## src/rtl/if_fetch_unit_pkg.sv

```systemverilog
// Shared types and constants for the instruction-fetch front end.
package if_fetch_unit_pkg;

  typedef enum logic [1:0] {
    IDLE  = 2'd0,
    FETCH = 2'd1,
    VALID = 2'd2,
    DROP  = 2'd3
  } fetch_state_e;

  localparam logic [31:0] NOP_INSTR = 32'h0000_0000;
  localparam logic [31:0] PC_STEP   = 32'd4;

  function automatic logic [31:0] sat_inc32(input logic [31:0] value);
    if (value == 32'hFFFF_FFFF) begin
      return value;
    end else begin
      return value + 32'd1;
    end
  endfunction

endpackage

```

## src/rtl/if_perf_counters.sv

```systemverilog
// Saturating stall / redirect event counters for the fetch unit (IF_FETCH_PERF_EN builds only).
module if_perf_counters
  import if_fetch_unit_pkg::*;
(
  input  logic        clk,
  input  logic        rst_n,
  input  logic        stall_i,
  input  logic        redirect_i,
  output logic [31:0] stall_cnt_o,
  output logic [31:0] redirect_cnt_o
);

  logic [31:0] stall_cnt_q, stall_cnt_d;
  logic [31:0] redirect_cnt_q, redirect_cnt_d;

  // Next-count selection: bump on event, saturating at all-ones.
  always_comb begin
    stall_cnt_d    = stall_cnt_q;
    redirect_cnt_d = redirect_cnt_q;
    if (stall_i) begin
      stall_cnt_d = sat_inc32(stall_cnt_q);
    end else begin
      stall_cnt_d = stall_cnt_q;
    end
    if (redirect_i) begin
      redirect_cnt_d = sat_inc32(redirect_cnt_q);
    end else begin
      redirect_cnt_d = redirect_cnt_q;
    end
  end

  // Counter registers.
  always_ff @(posedge clk or negedge rst_n) begin
    if (!rst_n) begin
      stall_cnt_q    <= 32'h0000_0000;
      redirect_cnt_q <= 32'h0000_0000;
    end else begin
      stall_cnt_q    <= stall_cnt_d;
      redirect_cnt_q <= redirect_cnt_d;
    end
  end

  assign stall_cnt_o    = stall_cnt_q;
  assign redirect_cnt_o = redirect_cnt_q;

endmodule

```

## src/rtl/if_fetch_unit.sv

```systemverilog
// IF-stage front end: owns the PC, fetches over a req/ack memory port and feeds IF/ID.
// Define IF_FETCH_PERF_EN to add the perf_stall_cnt / perf_redirect_cnt outputs.
module if_fetch_unit
  import if_fetch_unit_pkg::*;
#(
  parameter int unsigned       ADDR_W   = 32,
  parameter logic [ADDR_W-1:0] RESET_PC = ADDR_W'(32'h0000_0000)
) (
  input  logic              clk,
  input  logic              rst,
  input  logic              freeze,
  input  logic              Branch_taken,
  input  logic [ADDR_W-1:0] Branch_Address,
  output logic              imem_req,
  output logic [ADDR_W-1:0] imem_addr,
  input  logic              imem_ack,
  input  logic [31:0]       imem_rdata,
  output logic [ADDR_W-1:0] PC_out,
  output logic [31:0]       Instruction_out,
  output logic              valid_out
`ifdef IF_FETCH_PERF_EN
  ,
  output logic [31:0]       perf_stall_cnt,
  output logic [31:0]       perf_redirect_cnt
`endif
);

  localparam logic [ADDR_W-1:0] STEP = ADDR_W'(PC_STEP);

  logic [1:0]        rst_sync_q;
  logic              rst_sync_n;
  fetch_state_e      state_q, state_d;
  logic [ADDR_W-1:0] pc_q, pc_d;
  logic [ADDR_W-1:0] req_addr_q, req_addr_d;
  logic [31:0]       ibuf_q, ibuf_d;
  logic [ADDR_W-1:0] pc_plus_s;

  // Reset synchroniser: asserts with rst, releases two clock edges later.
  always_ff @(posedge clk or negedge rst) begin
    if (!rst) begin
      rst_sync_q <= 2'b00;
    end else begin
      rst_sync_q <= {rst_sync_q[0], 1'b1};
    end
  end

  assign rst_sync_n = rst_sync_q[1];
  assign pc_plus_s  = pc_q + STEP;

  // Next-state and datapath update for the fetch FSM.
  always_comb begin
    state_d    = state_q;
    pc_d       = pc_q;
    req_addr_d = req_addr_q;
    ibuf_d     = ibuf_q;
    case (state_q)
      IDLE: begin
        state_d    = FETCH;
        req_addr_d = pc_q;
      end
      FETCH: begin
        if (imem_ack && !Branch_taken) begin
          ibuf_d  = imem_rdata;
          state_d = VALID;
        end else if (imem_ack && Branch_taken) begin
          pc_d       = Branch_Address;
          req_addr_d = Branch_Address;
        end else if (Branch_taken) begin
          // Request already on the bus cannot be withdrawn; wait it out in DROP.
          pc_d    = Branch_Address;
          state_d = DROP;
        end else begin
          state_d = FETCH;
        end
      end
      DROP: begin
        if (Branch_taken) begin
          pc_d = Branch_Address;
        end else begin
          pc_d = pc_q;
        end
        if (imem_ack) begin
          req_addr_d = Branch_taken ? Branch_Address : pc_q;
          state_d    = FETCH;
        end else begin
          state_d = DROP;
        end
      end
      VALID: begin
        if (Branch_taken) begin
          pc_d       = Branch_Address;
          req_addr_d = Branch_Address;
          state_d    = FETCH;
        end else if (!freeze) begin
          pc_d       = pc_plus_s;
          req_addr_d = pc_plus_s;
          state_d    = FETCH;
        end else begin
          state_d = VALID;
        end
      end
      default: begin
        state_d = IDLE;
      end
    endcase
  end

  // FSM and datapath registers.
  always_ff @(posedge clk or negedge rst_sync_n) begin
    if (!rst_sync_n) begin
      state_q    <= IDLE;
      pc_q       <= RESET_PC;
      req_addr_q <= RESET_PC;
      ibuf_q     <= NOP_INSTR;
    end else begin
      state_q    <= state_d;
      pc_q       <= pc_d;
      req_addr_q <= req_addr_d;
      ibuf_q     <= ibuf_d;
    end
  end

  // Output decode from state and registers only; non-VALID states emit a bubble.
  always_comb begin
    imem_req        = 1'b0;
    imem_addr       = '0;
    valid_out       = 1'b0;
    PC_out          = '0;
    Instruction_out = NOP_INSTR;
    case (state_q)
      FETCH, DROP: begin
        imem_req  = 1'b1;
        imem_addr = req_addr_q;
      end
      VALID: begin
        valid_out       = 1'b1;
        PC_out          = pc_plus_s;
        Instruction_out = ibuf_q;
      end
      default: begin
        imem_req = 1'b0;
      end
    endcase
  end

`ifdef IF_FETCH_PERF_EN
  if_perf_counters u_perf (
    .clk            (clk),
    .rst_n          (rst_sync_n),
    .stall_i        (~valid_out),
    .redirect_i     (Branch_taken),
    .stall_cnt_o    (perf_stall_cnt),
    .redirect_cnt_o (perf_redirect_cnt)
  );
`endif

endmodule

```

## config.mk

```make
export PLATFORM = sky130hd
export DESIGN_NAME = if_fetch_unit
export DESIGN_NICKNAME = d
export VERILOG_FILES = /design/src/rtl/if_fetch_unit_pkg.sv /design/src/rtl/if_perf_counters.sv /design/src/rtl/if_fetch_unit.sv
export SDC_FILE = /design/constraint.sdc
export NUM_CORES = 1
export LEC_CHECK = 0
export CORE_ASPECT_RATIO = 0.9
export CORE_MARGIN = 1.5
export CORE_UTILIZATION = 46
export DETAILED_ROUTE_END_ITERATION = 6
export GPL_TIMING_DRIVEN = 0
export PLACE_DENSITY = 0.86
export SYNTH_ARGS = -nofsm -noshare
export SYNTH_HDL_FRONTEND = slang
export SYNTH_SLANG_ARGS = --single-unit
```

## constraint.sdc

```tcl
create_clock -name clk -period 3 [get_ports clk]
set_input_delay 0.6 -clock clk [delete_from_list [all_inputs] [get_ports clk]]
set_output_delay 0.6 -clock clk [all_outputs]
set_load 0.1 [all_outputs]
```

==> impl_metrics.py, run 1 <==
metrics = {
    "final_layout": {
        "design_area_um2": 9430,
        "layout-drive-gt1-share_pct": 25.0,
        "postLayoutCoreUtil_pct": 63.2,
        "fin_nets": 1087,
        "multi_input_area_um2": 4260,
        "layout_commonest_cell": "dfrtp_1",
        "syn2layout_area_growth_pct": 32.2,
        "n_fill_cell": 1309,
        "register_area_um2": 2510,
        "mostFrequentLayoutCells": "dfrtp_1 (96), buf_4 (76), and2_1 (70)",
    },
    "drt": {
        "viasPerCell": 6.34,
        "drt_iter0_drc": 1083,
        "route.detailed.drc": 3,
        "wl_per_cell_um": 22.1,
        "num_vias": 7739,
        "ant_nets": 0,
        "routed_wl_um": 27000,
        "dr.pass1.iters": 7,
    },
    "clock_network": {
        "clk_pin_slew_ps": 80,
        "ctsLongestPathBuffers": 2,
        "cts_buffers": 9,
        "cts_tree": "yes",
        "cts_hold_buf": 0,
        "clk_latency_ps": 360,
        "cts_sinks": 100,
        "cts_root_buf": "clkbuf_16",
        "h-tree-depth": 3,
    },
    "power": {
        "p_per_area_nw_per_um2": 680,
        "p_total_mw": 6.41,
        "peakVddDrop_uv": 424,
        "leakage_nw": 4.02,
    },
    "yosys": {
        "yosys_register_bits": 100,
        "yosysUniqueCellTypes": 64,
        "syn_area_um2": 7130,
        "syn_avg_cell_area_um2": 8.59,
        "syn_nets": 900,
        "ys_warn_count": 0,
        "synth_ff_type": "dfrtp_1",
        "synth_area_leaders": "dfrtp_1 (35%), and2_1 (6.1%), mux2_2 (6.0%), mux2i_1 (5.2%), nor2_1 (4.2%)",
        "synth_top_area_cell": "dfrtp_1",
        "synth_cells": 830,
        "synthArstFlopShare_pct": 100,
        "synth_edf_count": 0,
        "synth_top_area_share_pct": 35.1,
        "synth-seq-area-share_pct": 35.1,
    },
    "setup_path": {
        "reg2reg_setup_slack_ps": 480,
        "crit_fanout": 10,
        "start_kind": "input port",
        "crit_start": "Branch_taken",
        "cp.required_ps": 3220,
        "rr_endpoint": "pc_q[1]$_DFFE_PN0P_",
        "r2r_start": "state_q[1]$_DFFE_PN0P_",
        "endpoint_kind": "flop",
        "path_class": "in2reg",
        "crit_arrival_ps": 3190,
        "ff2ff_path_depth": 5,
    },
    "floorplanning": {
        "initial_core_util_pct": 47.8,
        "rows": 42,
        "coreArea_um2": 14900,
        "dieHeight_um": 121,
        "die_w_um": 134,
        "die_area_um2": 16300,
        "ios": 167,
    },
    "timing": {
        "drv_slew": 0,
        "rsz0062_at_grt": "yes",
        "max_slew_margin_pct": 23.5,
        "period_share_pct": 99.1,
        "hold_viol_final": 0,
        "finalSetupViolations": 0,
        "setup_tns_ps": 0,
        "fin_hold_ws_ps": 353,
        "skew_ps": 5.74,
        "clock.fmax_mhz": 336,
        "worst_pin_slew_ps": 1140,
        "period_minus_slack_ps": 2970,
    },
    "placement": {
        "place.gp.congestion": 1.05,
        "port_buffers": 166,
        "hpwl_um": 19100,
        "placed_cell_area_um2": 9110,
    },
    "global_routing": {
        "grt_pass1_vias": 7354,
        "grt_max_degree": 58,
        "grt_usage_pct": 33.5,
        "grt.overflow.total": 0,
        "antenna_found_initial": 0,
        "grt_pass1_wl_um": 41300,
    },
    "hold_path": {
        "hp-class": "reg2reg",
        "holdPathEnd": "rst_sync_q[1]$_DFF_PN0_",
        "min-delay-start": "rst_sync_q[0]$_DFF_PN0_",
        "min_path_cells": 0,
    },
    "run_status": {
        "outcome": "finished, violations left",
        "violations": "design-rule violations",
    },
    "flow_run": {
        "cap_violations": 0,
    },
}
==> metrics by stage <==
stage / setup slack (ps) / cells
floorplan: -236 / 830
global placement: -1320 / 1194
detailed placement: -1280 / 1195
CTS: -24.0 / 1217
global route: -65.7 / 1220
finish: 28.2 / 1221
==> registers in the layout, indices dropped and copies added, names as in the netlist <==
| register | flops |
|---|---|
| ibuf_q | 32 |
| pc_q | 32 |
| req_addr_q | 32 |
| rst_sync_q | 2 |
| state_q | 2 |
==> worst max-delay path by stage <==
stage / end / slack (ps)
finish: pc_q[2]$_DFFE_PN0P_ / 30
global route: PC_out[18] / -70
CTS: PC_out[2] / -20
detailed placement: PC_out[2] / -1280
global placement: req_addr_q[17]$_DFFE_PN0P_ / -1320
floorplan: PC_out[23] / -240
==> critical path, cell delays in order <==
cell and delay (ps):
clkdlybuf4s50_1 560, buf_2 260, buf_2 340, buf_2 400
clkbuf_1 540, nand2_1 220, o22ai_1 190, a21oi_1 60
==> report_power, final <==
group          internal [mW]  leakage (nW)  total, mW  switching (mW)
Combinational          0.973          2.70       3.31            2.34
Clock                  0.578         0.142       1.17           0.588
Sequential              1.70          1.17       1.93           0.231
Total                   3.25          4.02       6.41            3.16
==> cells in the mapped netlist (3+ instances only) <==
cell	instances
dfrtp_1	100
nor2_1	80
and2_1	70
nand2_1	60
o21ai_0	42
clkbuf_1	38
mux2_2	38
mux2i_1	37
a21oi_1	36
buf_2	29
nand3_1	22
a22oi_1	19
xor2_1	19
nand4_1	15
o22ai_1	15
xnor2_1	15
nand2b_1	14
nor3_1	14
inv_1	13
a211oi_1	11
buf_4	11
o221ai_1	11
and3_1	10
nor2b_1	10
and4_1	8
a221o_1	6
a31oi_1	6
o311ai_0	6
a21boi_0	5
buf_1	5
nor4_1	5
o31ai_1	5
or3_1	5
a211o_1	4
o21a_1	4
a221oi_1	3
a311oi_1	3
nor4_2	3
==> timing repair <==
item / 4_1_cts / 5_1_grt
setup endpoints to repair: 98 / 98
resized for setup: 531 / 85
pin swaps: 2 / 6
buffers inserted: 6 / 4
gates cloned: 0 / 0
==> per-layer routing <==
metal | GRT usage [%] | share of wire (%) | vias up
met5 | 0 | 0 | -
met4 | 16.9 | 5.4 | 0
met3 | 10.2 | 13 | 128
met2 | 49.8 | 43 | 618
met1 | 44.1 | 38 | 3643
li1 | - | - | 3350
==> kinds of logic (layout without fill, tap and decap cells) <==
family / Yosys count / count (layout) / synth area share [%]
AO/OA/AOI/OAI: 194 / 194 / 18.3
buffers and inverters: 98 / 290 / 6.35
XOR/XNOR: 34 / 34 / 4.18
adder cells (fa/ha/maj): 1 / 1 / 0.175
multiplexers: 76 / 76 / 11.4
other: 1 / 2 / 0.0526
flip-flops: 100 / 100 / 35.1
AND/OR/NAND/NOR: 326 / 326 / 24.5
==> cell type report <==
cell class	count	share of cell area, %
timing repair buffer	177	17.0
buffer	83	4.92
clock buffer	9	2.39
sequential	100	26.6
multi-input combinational	632	45.2
clock inverter	7	0.597
inverter	14	0.597
tap	198	2.63
antenna	1	0.0265
Note: power is estimated with default switching activity, not from simulation.
==> run 2, diff against run 1 <==
CELL_PAD_IN_SITES_DETAIL_PLACEMENT = 0   (was unset)
CELL_PAD_IN_SITES_GLOBAL_PLACEMENT = 1   (was unset)
CORE_UTILIZATION = 34   (was 46)
PLACE_DENSITY = 0.85   (was 0.86)
==> run 2 against run 1 <==
  * The run now ends clean
  * Global-route usage decreased by 7.4 points
  * Worst hold slack got worse by 23 ps
  * Critical path depth unchanged
  * Core utilization decreased by 17 points
  * Worst setup slack got worse by 18 ps
  * Register-to-register slack got worse by 90 ps
  * Fmax decreased by 0.60%
  * Largest power group unchanged
==> impl_metrics.py, run 2 (same netlist as run 1, synthesis figures left out) <==
metrics = {
    "run_status": {
        "outcome": "finished clean",
    },
    "setup_path": {
        "path_class": "reg2out",
        "max_stage_delay_ps": 410,
        "critPathTopFamily": "simple AND/OR/NAND/NOR gates",
        "worstSetupEndpoint": "PC_out[21]",
        "reg2reg_setup_slack_ps": 390,
        "cp.required_ps": 2400,
        "crit_arrival_ps": 2390,
        "rr_endpoint": "pc_q[25]$_DFFE_PN0P_",
        "crit_start": "pc_q[2]$_DFFE_PN0P_",
        "start_kind": "flop",
        "ff2ff_path_depth": 7,
        "crit_fanout": 10,
        "endpoint_kind": "output pin",
        "crit_buf_inv": 3,
        "crit_slowest_cell": "dfrtp_1",
        "r2r_start": "state_q[1]$_DFFE_PN0P_",
        "path_cells": "buf_6, and4_4, and3_4, buf_8, nand4_1, xor2_2, nor2_2, buf_12",
        "critical_path_depth": 8,
    },
    "clock_network": {
        "ctsLongestPathBuffers": 2,
        "cts_buffers": 9,
        "h-tree-depth": 3,
        "cts_sinks": 100,
        "cts_hold_buf": 0,
        "clk_pin_slew_ps": 80,
        "clk_latency_ps": 370,
        "cts_root_buf": "clkbuf_16",
        "cts_tree": "yes",
    },
    "power": {
        "p_per_area_nw_per_um2": 680,
        "peakVddDrop_uv": 371,
        "p_total_mw": 6.52,
        "leakage_nw": 4.07,
    },
    "timing": {
        "max_slew_margin_pct": 21.2,
        "hold_viol_final": 0,
        "finalSetupViolations": 0,
        "skew_ps": 9.94,
        "worst_pin_slew_ps": 1170,
        "clock.fmax_mhz": 334,
        "period_share_pct": 99.7,
        "period_minus_slack_ps": 2990,
        "setup_tns_ps": 0,
        "rsz0062_at_grt": "yes",
        "drv_slew": 0,
    },
    "floorplanning": {
        "ios": 167,
        "initial_core_util_pct": 34.4,
        "die_area_um2": 21800,
        "rows": 50,
        "coreArea_um2": 20700,
        "die_w_um": 156,
        "dieHeight_um": 140,
    },
    "drt": {
        "wl_per_cell_um": 21.7,
        "ant_nets": 0,
        "drt_iter0_drc": 643,
        "num_vias": 7464,
        "route.detailed.drc": 0,
        "dr.pass1.iters": 6,
        "viasPerCell": 5.67,
        "routed_wl_um": 28600,
    },
    "global_routing": {
        "antenna_found_initial": 0,
        "grt_max_degree": 63,
        "grt_usage_pct": 26.1,
        "grt.overflow.total": 0,
        "grt_pass1_vias": 7170,
        "grt_pass1_wl_um": 42900,
    },
    "placement": {
        "hpwl_um": 20400,
        "place.gp.congestion": 0.965,
        "dp_cells": 1283,
        "port_buffers": 166,
    },
    "flow_run": {
        "cap_violations": 0,
    },
    "final_layout": {
        "diodes": 0,
        "fin_nets": 1096,
        "mostFrequentLayoutCells": "dfrtp_1 (95), buf_4 (88), and2_1 (70)",
        "syn2layout_area_growth_pct": 34.4,
        "layout_commonest_cell": "dfrtp_1",
        "largest_registers": "ibuf_q: 32 flops, pc_q: 32 flops, req_addr_q: 32 flops",
        "layout-drive-gt1-share_pct": 25.6,
        "finalNonFillerCells": 1317,
    },
    "hold_path": {
        "hp-class": "reg2async",
    },
}
run 2: changes by cell type in the layout (fill, tap and decap cells not counted), sizes merged:
| cell | previous run | this run |
|---|---|---|
| clkinvlp | 1 | 0 |
| diode | 1 | 0 |
| clkbuf | 55 | 53 |
| clkdlybuf4s18 | 3 | 1 |
| buf | 133 | 152 |
| clkinv | 3 | 5 |
| clkdlybuf4s15 | 9 | 3 |
| inv | 17 | 16 |
run 2: repair_timing:
action                                  CTS  global route
endpoints found under the setup margin   98            87
pin swaps                                 6            11
resized for setup                       551            68
setup buffers                            10            10
run 2: cell type report:
class                      instances  area (um^2)
sequential                       100         2510
tap                              286          358
clock buffer                       9          225
fill                            2069        11100
multi-input combinational        632         4260
timing repair buffer             187         1640
buffer                            82          455
inverter                          14         52.6
clock inverter                     7         81.3
run 2: power breakdown:
part           switching (mW)  internal [mW]  total (mW)
combinational            2.34          0.997        3.34
sequential              0.239           1.70        1.94
clock                   0.642          0.597        1.24
run 2: metal layers:
layer  track usage [%]  routed length, um  vias up
met3              8.82               3490       73
li1                  -                  -     3370
met2              39.3              12300      453
met5                 0                  0        -
met1              34.5              11800     3568
met4              10.0                993        0
run 2: how the worst min path moves through the flow:
stage | endpoint | slack, ps | cells after the start
final | ibuf_q[27]$_DFFE_PN0P_ | 330 | 0
after global routing | rst_sync_q[1]$_DFF_PN0_ | 370 | 0
after CTS | ibuf_q[25]$_DFFE_PN0P_ | 350 | 0
after detailed placement | ibuf_q[27]$_DFFE_PN0P_ | 350 | 0
after global placement | rst_sync_q[1]$_DFF_PN0_ | 340 | 0
after floorplan | rst_sync_q[0]$_DFF_PN0_ | 300 | 0
run 2: through the flow:
stage	util, %	hold WS (ps)	instance area, um^2	worst slack [ps]
after floorplan	-	304	7170	-236
after global placement	44.4	336	9190	-1550
after detailed placement	44.5	347	9220	-1180
after CTS	45.9	355	9510	-6.43
after global routing	46.3	373	9580	-45.2
final	46.3	330	9580	10.2
==> run 3, diff against run 2 <==
SETUP_SLACK_MARGIN = 0.5   (was unset)
==> run 3 against run 2 <==
  * Die area unchanged
  * Sequential power about the same
  * Critical path depth is the same
  * Power rose by 11%
  * Register-to-register slack better by 140 ps
  * Cell count rose by 3.5%
  * Combinational power rose by 19%
  * Worst hold slack better by 22 ps
  * Flip-flop and latch count is the same
  * Clock power increased by 5%
  * First-iteration DRC count grew 20%
==> impl_metrics.py, run 3 (same netlist as run 1, synthesis figures left out) <==
metrics = {
    "placement": {
        "place.gp.congestion": 0.947,
        "port_buffers": 166,
        "hpwl_um": 20500,
        "placed_cell_area_um2": 9440,
        "dp_cells": 1283,
    },
    "hold_path": {
        "min_path_cells": 0,
        "min-delay-start": "rst_sync_q[0]$_DFF_PN0_",
        "holdPathEnd": "rst_sync_q[1]$_DFF_PN0_",
        "hp-class": "reg2reg",
    },
    "final_layout": {
        "syn2layout_area_growth_pct": 62.3,
        "finalNonFillerCells": 1363,
        "mostFrequentLayoutCells": "dfrtp_1 (94), buf_4 (72), clkdlybuf4s50_1 (67)",
        "design_area_um2": 11600,
        "register_area_um2": 2510,
        "layout_commonest_cell": "dfrtp_1",
        "diodes": 0,
        "layout-drive-gt1-share_pct": 41.0,
        "multi_input_area_um2": 4910,
        "n_fill_cell": 1804,
        "largest_registers": "ibuf_q: 32 flops, pc_q: 32 flops, req_addr_q: 32 flops",
        "fin_nets": 1142,
    },
    "power": {
        "p_sw_share_pct": 47.2,
        "leakage_nw": 4.87,
        "power_frac_clock_pct": 18.0,
        "internal_power_mw": 3.81,
        "p_switching_mw": 3.41,
        "p_seq_share_pct": 26.8,
        "p_per_area_nw_per_um2": 624,
        "comb_power_share_pct": 55.2,
        "peakVddDrop_uv": 370,
    },
    "setup_path": {
        "start_kind": "flop",
        "rr_endpoint": "req_addr_q[31]$_DFFE_PN0P_",
        "crit_arrival_ps": 2390,
        "r2r_start": "state_q[0]$_DFFE_PN0P_",
        "crit_slowest_cell": "nor4_4",
        "critPathTopFamily": "simple AND/OR/NAND/NOR gates",
        "max_stage_delay_ps": 430,
        "path_class": "reg2out",
        "reg2reg_setup_slack_ps": 530,
        "endpoint_kind": "output pin",
        "crit_fanout": 6,
        "crit_buf_inv": 2,
        "ff2ff_path_depth": 8,
        "path_cells": "ha_4, buf_6, nand3_4, nor4_4, nand4_1, xor2_2, nor2_4, buf_12",
        "cp.required_ps": 2400,
    },
    "global_routing": {
        "grt.overflow.total": 0,
        "grt_pass1_wl_um": 45500,
        "antenna_found_initial": 1,
        "grt_pass1_vias": 7664,
        "grt_usage_pct": 27.5,
        "grt_max_degree": 52,
    },
    "floorplanning": {
        "dieHeight_um": 140,
        "die_area_um2": 21800,
        "initial_core_util_pct": 34.4,
        "die_w_um": 156,
        "ios": 167,
        "rows": 50,
        "coreArea_um2": 20700,
    },
    "clock_network": {
        "cts_tree": "yes",
        "cts_hold_buf": 0,
        "cts_buffers": 9,
        "cts_root_buf": "clkbuf_16",
        "clk_latency_ps": 370,
        "h-tree-depth": 3,
        "cts_sinks": 100,
        "ctsLongestPathBuffers": 2,
        "clk_pin_slew_ps": 80,
    },
    "timing": {
        "fin_hold_ws_ps": 352,
        "setup_tns_ps": 0,
        "drv_slew": 0,
        "max_slew_margin_pct": 35.9,
        "period_minus_slack_ps": 2990,
        "finalSetupViolations": 0,
        "worst_pin_slew_ps": 957,
        "rsz0062_at_grt": "yes",
        "clock.fmax_mhz": 335,
        "skew_ps": 12.1,
        "hold_viol_final": 0,
        "period_share_pct": 99.6,
    },
    "flow_run": {
        "cap_violations": 0,
    },
    "drt": {
        "num_vias": 7747,
        "drt_iter0_drc": 772,
        "dr.pass1.iters": 6,
        "viasPerCell": 5.68,
        "wl_per_cell_um": 22.1,
        "route.detailed.drc": 0,
        "routed_wl_um": 30100,
        "ant_nets": 0,
    },
    "run_status": {
        "outcome": "finished clean",
    },
}
## run 3: stage by stage
step	utilization (%)	power, mW	worst slack [ps]
floorplan	-	4.42	37.5
global placement	45.5	5.27	-1110
detailed placement	45.6	5.31	-1120
CTS	52.4	6.95	24.9
global route	55.9	7.52	-41.0
finish	55.9	7.22	12.2
## run 3: final cells by class
type / instances / share of cell area (%)
multi-input cells: 632 / 42.4
repair buffers: 231 / 23.9
flip-flops and latches: 100 / 21.7
plain buffers: 84 / 5.68
well taps: 286 / 3.09
clock buffers: 9 / 1.95
clock inverters: 7 / 0.757
inverters: 14 / 0.497
## run 3: worst max-delay path by stage
stage                           start          to  slack, ps  cells after the start
6_report          pc_q[2]$_DFFE_PN0P_  PC_out[26]         10                      8
5_1_grt           pc_q[2]$_DFFE_PN0P_  PC_out[26]        -40                      8
4_1_cts           pc_q[3]$_DFFE_PN0P_  PC_out[26]         20                      8
3_5_place_dp      pc_q[3]$_DFFE_PN0P_  PC_out[26]      -1120                      8
3_3_place_gp      pc_q[3]$_DFFE_PN0P_  PC_out[26]      -1110                      8
2_1_floorplan  state_q[0]$_DFFE_PN0P_  PC_out[10]         40                      5
## run 3: layer usage
metal	global-route usage (%)	share of wire, %	vias to the layer above
met2	41.1	43	520
li1	-	-	3449
met5	0	0	-
met1	36.1	39	3675
met3	8.79	13	103
met4	12.8	4.8	0
## run 3: worst register-to-register path, cell delays in order (launching register included)
cell and delay, ps:
dfrtp_1 390, buf_6 140, buf_2 200, inv_1 340, buf_1 610, nand3_1 360, inv_1 130, a211oi_1 70
o22ai_1 140
## run 3: power groups by stage
stage               combinational (mW)  clock, mW  sequential [mW]
finish                            3.98       1.30             1.94
global route                      4.17       1.36             1.99
CTS                               3.72       1.31             1.92
detailed placement                3.37          0             1.94
global placement                  3.33          0             1.94
floorplan                         2.55          0             1.87
## run 3: timing repair
action,in CTS,in global routing
cloned,1,0
gates resized for setup,852,132
setup buffers,38,25
pin swaps,31,31
setup endpoints to repair,154,139
endpoints found under the hold margin,0,0
